$ cat src/rtl/branch_target_buffer.sv
// Direct-mapped BTB with 2-bit direction counters; combinational lookup, update visible next cycle.
// No backpressure; optional same-cycle update forwarding to lookup via BTB_BYPASS_EN.
module branch_target_buffer #(
  parameter int ADDR_WIDTH = 16,
  parameter int INDEX_BITS = 3,
  localparam int TAG_BITS  = ADDR_WIDTH - INDEX_BITS - 1
) (
  input  logic                  clk,
  input  logic                  rst,
  input  logic                  enable,
  input  logic                  flush,
  input  logic [ADDR_WIDTH-1:0] lookup_pc,
  output logic                  hit,
  output logic                  predict_taken,
  output logic [ADDR_WIDTH-1:0] predict_target,
  input  logic                  upd_valid,
  input  logic [ADDR_WIDTH-1:0] upd_pc,
  input  logic                  upd_taken,
  input  logic [ADDR_WIDTH-1:0] upd_target
);

  localparam int DEPTH = 1 << INDEX_BITS;

  typedef struct packed {
    logic                  valid;
    logic [TAG_BITS-1:0]   tag;
    logic [ADDR_WIDTH-1:0] target;
    logic [1:0]            ctr;
  } entry_t;

  entry_t table_q [DEPTH];

  logic [INDEX_BITS-1:0] lk_idx;
  logic [TAG_BITS-1:0]   lk_tag;
  logic [INDEX_BITS-1:0] upd_idx;
  logic [TAG_BITS-1:0]   upd_tag;
  entry_t                upd_entry;
  entry_t                new_entry;
  entry_t                lk_entry;
  logic                  upd_hit;
  logic                  upd_write;
  logic                  unused_pc_lsb;

  // Halfword-aligned PCs: bit 0 carries no information.
  assign lk_idx        = lookup_pc[INDEX_BITS:1];
  assign lk_tag        = lookup_pc[ADDR_WIDTH-1:INDEX_BITS+1];
  assign upd_idx       = upd_pc[INDEX_BITS:1];
  assign upd_tag       = upd_pc[ADDR_WIDTH-1:INDEX_BITS+1];
  assign unused_pc_lsb = lookup_pc[0] ^ upd_pc[0];

  assign upd_entry = table_q[upd_idx];
  assign upd_hit   = upd_entry.valid && (upd_entry.tag == upd_tag);

  always_comb begin
    new_entry = upd_entry;
    upd_write = 1'b0;
    if (upd_valid && enable && !flush) begin
      if (upd_hit) begin
        upd_write = 1'b1;
        if (upd_taken) begin
          new_entry.ctr    = (upd_entry.ctr == 2'b11) ? 2'b11 : upd_entry.ctr + 2'd1;
          new_entry.target = upd_target;
        end else begin
          new_entry.ctr = (upd_entry.ctr == 2'b00) ? 2'b00 : upd_entry.ctr - 2'd1;
        end
      end else if (upd_taken) begin
        upd_write        = 1'b1;
        new_entry.valid  = 1'b1;
        new_entry.tag    = upd_tag;
        new_entry.target = upd_target;
        new_entry.ctr    = 2'b10;
      end
    end
  end

  // Flush only clears valid bits; tag/target/ctr history is kept.
  always_ff @(posedge clk) begin
    if (rst) begin
      for (int i = 0; i < DEPTH; i++) begin
        table_q[i].valid  <= 1'b0;
        table_q[i].tag    <= '0;
        table_q[i].target <= '0;
        table_q[i].ctr    <= 2'b01;
      end
    end else if (enable && flush) begin
      for (int i = 0; i < DEPTH; i++) begin
        table_q[i].valid <= 1'b0;
      end
    end else if (upd_write) begin
      table_q[upd_idx] <= new_entry;
    end
  end

  always_comb begin
    lk_entry = table_q[lk_idx];
`ifdef BTB_BYPASS_EN
    if (upd_write && !rst && (upd_idx == lk_idx)) begin
      lk_entry = new_entry;
    end
`endif
  end

  assign hit            = lk_entry.valid && (lk_entry.tag == lk_tag);
  assign predict_taken  = hit && lk_entry.ctr[1];
  assign predict_target = hit ? lk_entry.target : '0;

endmodule
$ cat config.mk
export PLATFORM = sky130hd
export DESIGN_NAME = branch_target_buffer
export DESIGN_NICKNAME = d
export VERILOG_FILES = /design/src/rtl/branch_target_buffer.sv
export SDC_FILE = /design/constraint.sdc
export NUM_CORES = 1
export LEC_CHECK = 0
export ABC_AREA = 1
export BUFFER_PORTS_ARGS = -buffer_cell sky130_fd_sc_hd__buf_4
export CAP_MARGIN = 10
export CORE_ASPECT_RATIO = 0.9
export CORE_MARGIN = 2
export CORE_UTILIZATION = 40
export CTS_CLUSTER_DIAMETER = 50
export DETAILED_ROUTE_END_ITERATION = 10
export PLACE_DENSITY = 0.63
export RECOVER_POWER = 25
export SLEW_MARGIN = 20
export SYNTH_ARGS = -nofsm -noshare
export SYNTH_HDL_FRONTEND = slang
export SYNTH_SLANG_ARGS = --single-unit
$ cat constraint.sdc
create_clock -name clk -period 3.12 [get_ports clk]
set_input_delay 0.312 -clock clk [delete_from_list [all_inputs] [get_ports clk]]
set_output_delay 0.312 -clock clk [all_outputs]
set_load 0.02 [all_outputs]
# After elaboration in Yosys (flattened, before gate mapping)
# Memories as Yosys holds them, arrays and structs flattened.
# Cells that the tools add are included.
[op_classes]
n_addsub = 2
eq_ne = 3
mux = 32
bitwise = 8
n_reduce_logical = 9
[op_table]
columns = ["cell", "count"]
rows = [
  ["2-to-1 mux 31 bit", 3],
  ["2-to-1 mux 16 bit", 2],
  ["OR reduction 31 bit", 1],
  ["== test 12 bit", 2],
  ["2-to-1 mux 1 bit", 20],
  ["2-to-1 mux 18 bit", 1],
  ["2-to-1 mux 13 bit", 1],
  ["2-to-1 mux 2 bit", 4],
  ["OR 1 bit", 8],
  ["logical AND 1 bit", 6],
  ["2-to-1 mux 3 bit", 1],
  ["adder 2 x 1 -> 2 bit, second input constant", 1],
  ["== test 2 bit, second input constant", 1],
  ["logical NOT 2 bit", 1],
  ["subtractor 2 x 1 -> 2 bit, second input constant", 1],
  ["logical NOT 1 bit", 1],
]
[totals]
reg_bits = 0
mem_bits_rw = 248
inputBits = 54
output_inout_bits = 18
word_cells = 55
memories = 1
[mem_list]
columns = ["name", "depth", "word_bits", "rd", "rd_clocked_by_memory_dff", "write_ports", "line_no", "text"]
rows = [
  ["table_q", 8, 31, 2, 0, 8, "31", "entry_t table_q [DEPTH];"],
]

# Logic depth before layout (Yosys ltp)
# Gate-level depths: netlist (run 1).
# An unclocked memory read counts as a cell.
[logic_depth]
depth_word = 11
depth_mapped = 21
ltp_nobuf = 18

# Worst setup path after synthesis (run 1)
# OpenSTA, ideal clock, no wires.
[synth_path]
path_kind = "input -> register"
from = "input upd_pc[2]"
to = "memory table_q[7][0] in the netlist's numbering, enable pin"
setup_time_ps = 387
t_arrival_ps = 2654
t_required_ps = 2733
slack_ps = 79
cell_stages = 18
path_buffers = 3
cell_sequence = "buf_4 nor2_1 buf_2 nand3_1 nand2_1 nor2_1 nand2_1 nand2_1 nor2_1 nand2_1 nor2_1 nand3_2 nand2_2 nand2_4 clkinv_2 nand2_2 buf_2 nand2_1"
[synth_lines]
columns = ["item", "line_no", "text"]
rows = [
  ["start, declared", "17", "input logic [ADDR_WIDTH-1:0] upd_pc,"],
  ["end, declared", "31", ""],
]

==> results of run 1 <==
cells by family after synthesis:
family          count (synthesis)  synth area share, %
buf+inv                       237                7.052
simple gates                  786                22.77
compound gates                351                14.94
xor+xnor                        8               0.5149
flops                         248                54.73
layout by cell type (no fill, tap or decap), types with 3 or more instances in the layout:
master | Yosys | layout
nor2_1 | 395 | 394
nand2_1 | 301 | 293
edfxtp_1 | 248 | 248
o21ai_0 | 183 | 181
inv_1 | 123 | 122
buf_4 | 8 | 120
nand3_1 | 70 | 71
a21oi_1 | 51 | 51
o22ai_1 | 44 | 44
clkbuf_16 | 0 | 29
o211ai_1 | 19 | 19
buf_12 | 0 | 19
o221ai_1 | 15 | 15
nand2_2 | 5 | 13
inv_2 | 10 | 10
clkinv_1 | 2 | 9
o21ai_2 | 8 | 8
a22oi_1 | 6 | 6
o41ai_1 | 6 | 6
clkinv_2 | 1 | 6
nor2_2 | 4 | 5
a211oi_1 | 5 | 5
xor2_1 | 6 | 5
o21ai_1 | 2 | 4
a21oi_2 | 4 | 4
clkinvlp_4 | 0 | 4
nor4_1 | 3 | 3
o21bai_1 | 3 | 3
clkbuf_4 | 0 | 3
clkbuf_2 | 0 | 3
power by group through the flow:
stage	Combinational [W]	Clock, W	Sequential, W
floorplan	0.000632	0	0.00389
global placement	0.00104	0	0.00390
detailed placement	0.00105	0	0.00391
CTS	0.00106	0.00320	0.00384
global route	0.00118	0.00333	0.00385
finish	0.00107	0.00318	0.00384
layer usage:
layer | wire length, um | part of all wire, %
met1 | 17600 | 39
met3 | 4147 | 9.3
met2 | 21450 | 48
met5 | 0 | 0
met4 | 1442 | 3.2
worst max-delay path, stage by stage, from the launching register on:
cell and delay, ps:
edfxtp_1 400, nor2_1 120, nor2_1 40, o21ai_0 70, o211ai_1 120, o21ai_1 270
xor2_1 200, nand3_1 90, nor2_1 110, nand2_1 180, buf_12 210, nor2_1 120
buf_4 160
how the worst max path moves through the flow:
stage,startpoint,endpoint
2_1_floorplan,upd_pc[2],table_q[7][0]
3_5_place_dp,lookup_pc[1],predict_taken
5_1_grt,lookup_pc[1],predict_target[13]
3_3_place_gp,upd_pc[1],table_q[7][22]
6_report,table_q[0][26],predict_target[10]
4_1_cts,table_q[0][26],predict_target[10]
through the flow:
step / hold WS, ps / total power (W) / instance area (sq um)
after detailed placement: 763.5 / 0.004960 / 15150
final: 203.6 / 0.008089 / 15960
after global placement: 756.8 / 0.004947 / 15150
after floorplan: 591.1 / 0.004525 / 13610
after global routing: 222.0 / 0.008360 / 15960
after CTS: 191.8 / 0.008098 / 16030
final cells by class:
class	instances	area, sq um
inverters	136	513.0
flip-flops and latches	248	7447
multi-input cells	1145	5226
repair buffers	145	1319
fillers	3252	17830
clock inverters	19	146.4
clock buffers	31	733.2
well taps	462	578.1
timing repair:
item | CTS | global route
endpoints found under the setup margin | 4 | 8
setup buffers | 0 | 0
resized for setup | 1 | 3
==> results by group, run 1 <==
Detailed routing
  • Via density: between 5 and 6
  • Vias after detailed routing: 12160
  • Drt pass-1 iters: 8
  • Average wire per standard cell: 20.42 um
  • Starting DRT DRC Count: around 1600
  • Antenna viol nets, final: 0
  • Routed wire length: about 45000 um
  • DRC: 0

GRT
  • Met2 Use GR: 42.75%
  • Vias in the first global route: 11500
  • Met1 Use GR: 32.49%
  • GRT Resource Usage Total: 25.08%
  • Congestion Overflow GR: 0
  • Largest net degree at the start of global routing: 58
  • Grt met3 use: under 10%
  • Initial antenna violation count: 0
  • Most used routing layer: met2
  • Global-route wire length before repair: 67070 um

Clocking
  • CTS Buf Count: 29
  • Clock buffer depth: 3
  • CTS sink cnt: 248
  • Max H-tree Level: 1
  • Clock transition at path regs: 60 ps
  • Hold-fix buffers, CTS: 0
  • Skew-Pair Late Insertion Delay: 570 ps
  • Root buf cell: clkbuf_16
  • TritonCTS clock tree: done

Synthesis
  • Syn avg cell area: around 8.3 sq um
  • EDFF count, synth: about 250
  • Synth area leader: edfxtp_1
  • Top post-synthesis cells by count: 395 x nor2_1, 301 x nand2_1, 248 x edfxtp_1, 183 x o21ai_0, 123 x inv_1
  • Post-synth net total: approximately 1700
  • #FFs+latches synth: around 250
  • Sequential-to-total area share from yosys stat: 54.73%
  • Yosys top cell area share: between 50 and 60%
  • Synth top area cells: edfxtp_1 55%, nor2_1 11%, nand2_1 8.3%
  • Cell variety after synth: 39
  • Mapped cell area: roughly 14000 sq um
  • Asr flop ratio synth: 0%
  • Cells after Synth: 1630
  • Most used DFF post-synth: edfxtp_1
  • Warnings from Yosys: 0
  • Top-count cell post-synth: nor2_1

Timing
  • Setup violators final: 0
  • Number of max-slew violations in the final report: 0
  • Final worst setup slack: around 140 ps
  • Highest Clock Rate: 336.0 MHz
  • Period utilization: 95.39%
  • Tmin final: 2976 ps
  • RSZ-0062 raised after global routing: false
  • Worst-margin pin slew: 729.7 ps
  • TNS Setup: 0 ps
  • Slew margin rel.: 51.30%
  • Worst Skew: around 16 ps
  • Final Hold Vio Count: 0

Critical path
  • CP Launch Type: register
  • Setup CP Type: reg2out
  • Critical path peak fanout: 17
  • CP Data Required Time: 2810 ps
  • R2r setup slk: roughly 260 ps
  • Worst r2r src: table_q[5][20]
  • Crit. End Element: output pin
  • Worst path arrival time: 2660 ps
  • RR Endpoint: table_q[1][0]
  • R2R depth: 15

Finish
  • Fin cells: 2186
  • Max reg flops: 248
  • Layout Utilization: 47.24%
  • Layout area overhead: 17.30%
  • Register name with the most flops: table_q
  • Layout cell share with drive strength beyond 1: 13.40%
  • Largest registers: table_q x248
  • Final net count: 1759
  • Antenna cells: 0

Power and ir drop
  • P_sw: 0.002185 W
  • Cell area power density: 506.7 nW/um^2
  • Lkg Pwr: 6.639 nW
  • Flop pwr share: about 48%
  • Int Power: 0.005904 W
  • Clock share of power: 39.3%
  • Net Sw Frac: a little over a quarter
  • Combinational power share: 13.3%
  • Worst vdd ir: 0.3887 mV

Min path
  • Worst hold stages: 3
  • Worst Hold Path EP: table_q[0][24]
  • Min-delay worst type: in2reg
  • Hold path start: upd_pc[10]

Floorplan
  • Die W: 198.4 um
  • Die area: 35510 sq um
  • Die H: 179.0 um
  • Ports: 72
  • Initial Utilization: roughly 40%
  • CORE AREA: 33790 sq um
  • # rows: 64

Place
  • Place WS: 126.2 ps
  • DP HPWL: 27730 um
  • Placer Congestion: 0.8887
  • Placed insts: 2136
  • IO buf count: 69

Status
  • Status: finished, final reports clean

Run
  • Max Cap Viol: 0
No activity file was read; power rests on OpenSTA's default activity.
==> inputs of run 2 (changes only) <==
BUFFER_PORTS_ARGS = -buffer_cell sky130_fd_sc_hd__buf_2   (was -buffer_cell sky130_fd_sc_hd__buf_4)
CORE_ASPECT_RATIO = 0.8   (was 0.9)
==> run 2 against run 1 <==
  * Final area increased by 0.90%
  * Non-clock buffer count is 27 higher
  * Routed wire length grew 2.8%
==> results by group, run 2 (same netlist as run 1, synthesis figures left out) <==
Critical path
  • R2R depth: 16 (+1)
  • CP Cell Sequence: inv_1 -> a21oi_1 -> o21ai_0 -> nand2_1 -> o21ai_1 -> o22ai_1 -> nor2_1 -> nand4_1 -> nor2_1 -> nand2_1 -> buf_12 -> nor2_1 -> buf_2
  • Worst path arrival time: 2640 ps (-20 ps)
  • Crit. End Element: output pin
  • Critical path's slowest cell: edfxtp_1
  • CP Launch Type: register
  • Critical Path Most Common Cell: nor2_1
  • R2r setup slk: 250 ps (about the same)
  • Critical path peak fanout: 18 (+1)
  • Crit path largest cell delay: 360 ps (-40 ps)
  • Setup CP Type: reg2out
  • RR Endpoint: table_q[2][0]
  • CP Data Required Time: 2810 ps (about the same)
  • Worst r2r src: table_q[1][20]

Detailed routing
  • Routed wire length: 45880 um (+2.8%)
  • Antenna viol nets, final: 0 (unchanged)
  • Via density: 5.628 (+1.2%)
  • Vias after detailed routing: 12330 (+1.4%)
  • Starting DRT DRC Count: 1513 (-7.0%)
  • DRC: 0 (unchanged)
  • Average wire per standard cell: 20.94 um (+2.5%)
  • Drt pass-1 iters: 5 (-3)

Timing
  • Final Hold Vio Count: 0 (unchanged)
  • RSZ-0062 raised after global routing: false
  • Highest Clock Rate: 338.2 MHz (+0.66%)
  • Worst Skew: 9.761 ps (-6.088 ps)
  • Period utilization: 94.77% (-0.62 points)
  • Setup violators final: 0 (unchanged)
  • Hold Slack: 208.6 ps (+4.976 ps)
  • Worst-margin pin slew: 749.4 ps (+19.75 ps)
  • Number of max-slew violations in the final report: 0 (unchanged)
  • Tmin final: 2957 ps (-19.39 ps)
  • TNS Setup: 0 ps (unchanged)
  • Slew margin rel.: 49.98% (-1.3 points)

Min path
  • Worst hold stages: 3 (unchanged)
  • Min-delay worst type: in2reg
  • Worst Hold Path EP: table_q[1][29]
  • Hold path start: upd_pc[15]

Clocking
  • Max H-tree Level: 1 (unchanged)
  • CTS Buf Count: 31 (+6.9%)
  • Post-CTS Setup Bufs: 0 (unchanged)
  • Clock buffer depth: 3 (unchanged)
  • Skew-Pair Late Insertion Delay: 560 ps (about the same)
  • TritonCTS clock tree: done
  • Clock transition at path regs: 60 ps (about the same)
  • CTS sink cnt: 248 (unchanged)
  • Root buf cell: clkbuf_16

GRT
  • Congestion Overflow GR: 0 (unchanged)
  • Largest net degree at the start of global routing: 89 (+53%)
  • Vias in the first global route: 11890 (+3.3%)
  • GRT Resource Usage Total: 25.73% (+0.66 points)
  • Global-route wire length before repair: 69070 um (+3.0%)
  • Initial antenna violation count: 0 (unchanged)

Power and ir drop
  • Worst vdd ir: 0.3789 mV (-2.5%)
  • Lkg Pwr: 6.797 nW (+2.4%)
  • Cell area power density: 525.3 nW/um^2 (+3.7%)

Finish
  • Antenna cells: 0 (unchanged)
  • Most common cell after layout, fill and taps aside: nor2_1
  • Largest registers: table_q x248
  • Final net count: 1788 (+1.6%)
  • Layout cell share with drive strength beyond 1: 14.74% (+1.3 points)
  • Commonest non-fill, non-tap cells in the layout: 394 x nor2_1, 295 x nand2_1, 248 x edfxtp_1
  • Register name with the most flops: table_q
  • Layout Utilization: 48.00% (+0.76 points)
  • Fin cells: 2191 (+0.23%)
  • Layout area overhead: 18.36%
  • Max reg flops: 248 (unchanged)

Status
  • Status: finished, final reports clean

Floorplan
  • Die W: 210.2 um (+5.9%)
  • Die area: 35520 sq um (about the same)
  • Die H: 169.0 um (-5.6%)
  • # rows: 60 (-6.3%)
  • CORE AREA: 33560 sq um (-0.70%)
  • Ports: 72 (unchanged)
  • Initial Utilization: 40.55% (+0.28 points)

Place
  • Placed insts: 2135 (-0.047%)
  • IO buf count: 69 (unchanged)
  • Placer Congestion: 0.8526 (-4.1%)
  • DP HPWL: 29720 um (+7.2%)

Run
  • Max Cap Viol: 0 (unchanged)
-- run 2: cell count changes in the layout (fill, tap and decap cells not counted), moves of 5 or more --
cell	before	now
clkbuf_1	2	9
buf_4	120	64
clkinv_4	0	5
buf_12	19	24
buf_2	0	70
clkbuf_2	3	8
-- run 2: timing repair --
item,in CTS,in global routing
hold buffers,0,0
gates resized for setup,0,2
endpoints found under the setup margin,0,16
-- run 2: worst max-delay path by stage --
| stage | start | end | slack (ps) | cells past startpoint |
|---|---|---|---|---|
| 2_1_floorplan | upd_pc[2] | table_q[7][0] | 80 | 18 |
| 3_3_place_gp | lookup_pc[1] | predict_target[10] | 130 | 13 |
| 3_5_place_dp | upd_pc[1] | table_q[4][24] | 130 | 21 |
| 4_1_cts | table_q[5][19] | predict_target[10] | 70 | 13 |
| 5_1_grt | table_q[5][19] | predict_target[10] | 4 | 13 |
| 6_report | table_q[5][19] | predict_target[10] | 160 | 13 |
-- run 2: cell type report --
type / count / area (sq um)
inverter: 136 / 514.2
multi-input combinational: 1145 / 5219
clock buffer: 35 / 790.8
clock inverter: 21 / 215.2
tap: 434 / 543.0
sequential: 248 / 7447
timing repair buffer: 172 / 1378
fill: 3129 / 17450
-- run 2: metrics by stage --
stage               instance area, sq um  total power, W  worst slack (ps)
detailed placement                 15190        0.004984             127.4
floorplan                          13610        0.004525             78.51
global route                       16110        0.008744             3.831
finish                             16110        0.008461             163.2
CTS                                16200        0.008466             74.52
global placement                   15190        0.004963             128.7
-- run 2: power breakdown --
group	internal, W	switching [W]
clock network	0.00208	0.00144
logic	0.000344	0.000752
registers	0.00378	0.0000562
-- run 2: worst max-delay path: cells and delay by family, from the launching register on --
kind	cells	cell delay (ps)
flops	1	360
buf+inv	3	450
simple gates	6	680
compound gates	4	580
-- run 2: metal layers --
metal / wire length [um] / GRT usage [%] / share of wire [%] / up-vias
met3: 4781 / 4.842 / 10 / 134
met4: 1528 / 9.528 / 3.3 / 0
met2: 20980 / 41.38 / 46 / 714
met1: 18580 / 34.77 / 41 / 5769
met5: 0 / 0 / 0 / -
li1: - / - / - / 5715
==> inputs of run 3 (changes only) <==
CORE_UTILIZATION = 35   (was 40)
PLACE_DENSITY = 0.57   (was 0.63)
==> run 3 against run 2 <==
  * Power rose by 3.3%
  * Register-to-register slack got worse by 70 ps
  * Worst setup slack got worse by 7.0 ps
  * Non-clock buffer count fell by 10
  * Worst hold slack improved by 21 ps
  * Die area rose by 14%
  * Sequential cell count did not move
  * Critical path type unchanged
  * Largest cell class unchanged
  * Highest routed layer unchanged
==> results by group, run 3 (same netlist as run 1, synthesis figures left out) <==
Detailed routing
  • Routed wire length: 47300 um (+3.1%)
  • Starting DRT DRC Count: 1336 (-12%)
  • Via density: 5.416 (-3.8%)
  • Met1 Wirelength: 20050 um (+7.9%)
  • Antenna viol nets, final: 0 (unchanged)
  • Vias after detailed routing: 12150 (-1.5%)
  • DR top layer: met4
  • Routed met2 length: 21520 um (+2.6%)
  • Metal3 WL: 4273 um (-11%)
  • Drt pass-1 iters: 5 (unchanged)
  • Average wire per standard cell: 21.09 um (+0.71%)
  • DRC: 0 (unchanged)

Timing
  • Final Hold Vio Count: 0 (unchanged)
  • Setup violators final: 0 (unchanged)
  • Highest Clock Rate: 337.4 MHz (-0.24%)
  • Period utilization: 94.99% (+0.22 points)
  • Worst-margin pin slew: 698.5 ps (-50.94 ps)
  • Number of max-slew violations in the final report: 0 (unchanged)
  • Hold Slack: 229.4 ps (+20.78 ps)
  • TNS Setup: 0 ps (unchanged)
  • Worst Skew: 11.11 ps (+1.345 ps)
  • Slew margin rel.: 53.14% (+3.2 points)
  • Tmin final: 2964 ps (+7.007 ps)
  • RSZ-0062 raised after global routing: false

Finish
  • Most common cell after layout, fill and taps aside: nor2_1
  • Commonest non-fill, non-tap cells in the layout: 391 x nor2_1, 296 x nand2_1, 248 x edfxtp_1
  • Max reg flops: 248 (unchanged)
  • Antenna cells: 0 (unchanged)
  • Layout area overhead: 19.72%
  • Layout cell share with drive strength beyond 1: 14.59% (-0.15 points)
  • Final net count: 1778 (-0.56%)
  • Largest registers: table_q x248
  • Fillcell total: 3715 (+19%)
  • Register name with the most flops: table_q

Floorplan
  • Ports: 72 (unchanged)
  • Die area: 40480 sq um (+14%)
  • # rows: 64 (+6.7%)
  • Die W: 224.5 um (+6.8%)
  • Initial Utilization: 35.55% (-5.0 points)
  • CORE AREA: 38280 sq um (+14%)
  • Die H: 180.4 um (+6.7%)

Critical path
  • Setup CP Type: reg2out
  • CP Depth: 12 (-1)
  • R2R depth: 17 (+1)
  • Worst r2r src: table_q[0][26]
  • Crit path max-delay family: simple AND/OR/NAND/NOR gates
  • Critical Path Most Common Cell: nor2_1
  • Critical path's slowest cell: edfxtp_1
  • Worst path arrival time: 2650 ps (about the same)
  • Critical path peak fanout: 4 (-14)
  • WP buf/inv: 2 (-1)
  • CP Launch Type: register
  • Crit. End Element: output pin
  • R2r setup slk: 180 ps (-70 ps)
  • Crit path largest cell delay: 410 ps (+50 ps)
  • RR Endpoint: table_q[2][9]
  • CP Data Required Time: 2810 ps (about the same)
  • CP Cell Sequence: nor2_1 -> nor2_1 -> o21ai_1 -> o211ai_1 -> o21ai_2 -> buf_4 -> xor2_1 -> nand3_1 -> nor2_2 -> nand2_4 -> nor2_1 -> buf_2

Min path
  • Worst hold stages: 3 (unchanged)
  • Hold path start: upd_pc[7]
  • Worst Hold Path EP: table_q[3][21]
  • Min-delay worst type: in2reg

Clocking
  • CTS Buf Count: 31 (unchanged)
  • CTS sink cnt: 248 (unchanged)
  • Clock buffer depth: 3 (unchanged)
  • Max H-tree Level: 1 (unchanged)
  • Clock transition at path regs: 60 ps (about the same)
  • Hold-fix buffers, CTS: 0 (unchanged)
  • Root buf cell: clkbuf_16
  • Skew-Pair Late Insertion Delay: 560 ps (about the same)
  • TritonCTS clock tree: done

Power and ir drop
  • Lkg Pwr: 6.826 nW (+0.43%)
  • Cell area power density: 536.6 nW/um^2 (+2.1%)
  • Worst vdd ir: 0.3668 mV (-3.2%)

Status
  • Status: finished, final reports clean

GRT
  • Largest net degree at the start of global routing: 74 (-17%)
  • Congestion Overflow GR: 0 (unchanged)
  • Vias in the first global route: 11790 (-0.78%)
  • Initial antenna violation count: 0 (unchanged)
  • GRT Resource Usage Total: 22.96% (-2.8 points)
  • Global-route wire length before repair: 70780 um (+2.5%)

Run
  • Max Cap Viol: 0 (unchanged)

Place
  • IO buf count: 69 (unchanged)
  • Placer Congestion: 0.8700 (+2.0%)
  • DP HPWL: 30690 um (+3.3%)
==> run 3: cell count changes in the layout (fill, tap and decap cells not counted), moves of 3 or more <==
| cell | delta |
|---|---|
| nor2_1 | -3 |
| buf_2 | -7 |
| clkinvlp_4 | +3 |
| bufinv_16 | +3 |
| clkinv_4 | -3 |
| nor2_2 | +3 |
| o21ai_0 | -3 |
| buf_12 | +3 |
| buf_4 | -8 |
==> run 3: cell type report <==
type                    instances  area [sq um]  area share [%]
clock buffers                  33         783.3           4.808
clock inverters                24         306.5           1.882
inverters                     136         513.0           3.149
multi-input cells            1145          5228           32.09
flip-flops and latches        248          7447           45.71
well taps                     495         619.3           3.802
repair buffers                162          1395           8.563
==> run 3: worst max path at each step <==
stage	to	start
after detailed placement	table_q[4][3]	upd_pc[1]
after global placement	table_q[4][5]	upd_pc[2]
after CTS	predict_target[6]	table_q[0][26]
after floorplan	table_q[7][0]	upd_pc[2]
after global routing	predict_target[15]	table_q[1][21]
final	predict_target[10]	table_q[0][26]
==> run 3: timing repair <==
action                     4_1_cts  5_1_grt
pin swaps                        0        3
resized for setup                1       14
setup endpoints to repair       15       18
gates cloned                     0        2
buffers inserted                 0        1
==> run 3: power by group <==
part / internal [W] / switching [W] / total [W]
clock: 0.00233 / 0.00147 / 0.00380
combinational: 0.000342 / 0.000759 / 0.00110
sequential: 0.00378 / 0.0000584 / 0.00384
total: 0.00646 / 0.00229 / 0.00874
==> run 3: per-stage QoR <==
| stage | util (%) | setup WS, ps | instance area (sq um) | power, W | std cells |
|---|---|---|---|---|---|
| final | 42.56 | 156.2 | 16290 | 0.008742 | 2243 |
| after CTS | 42.62 | 6.011 | 16310 | 0.008762 | 2240 |
| after global placement | 39.77 | 101.7 | 15220 | 0.004982 | 2183 |
| after global routing | 42.56 | 0.2636 | 16290 | 0.009030 | 2243 |
| after floorplan | - | 78.51 | 13610 | 0.004525 | 1630 |
| after detailed placement | 39.77 | 128.2 | 15220 | 0.004993 | 2183 |
==> run 3: routing by layer <==
layer	global-route usage, %	up-vias
met5	0	-
met2	36.59	616
met1	32.15	5746
met3	2.951	87
li1	-	5700
met4	8.159	0
==> run 3: tightest hold or removal path, cell delays in order <==
cell and delay, ps:
buf_2 120, o21ai_2 130, nor2_1 100
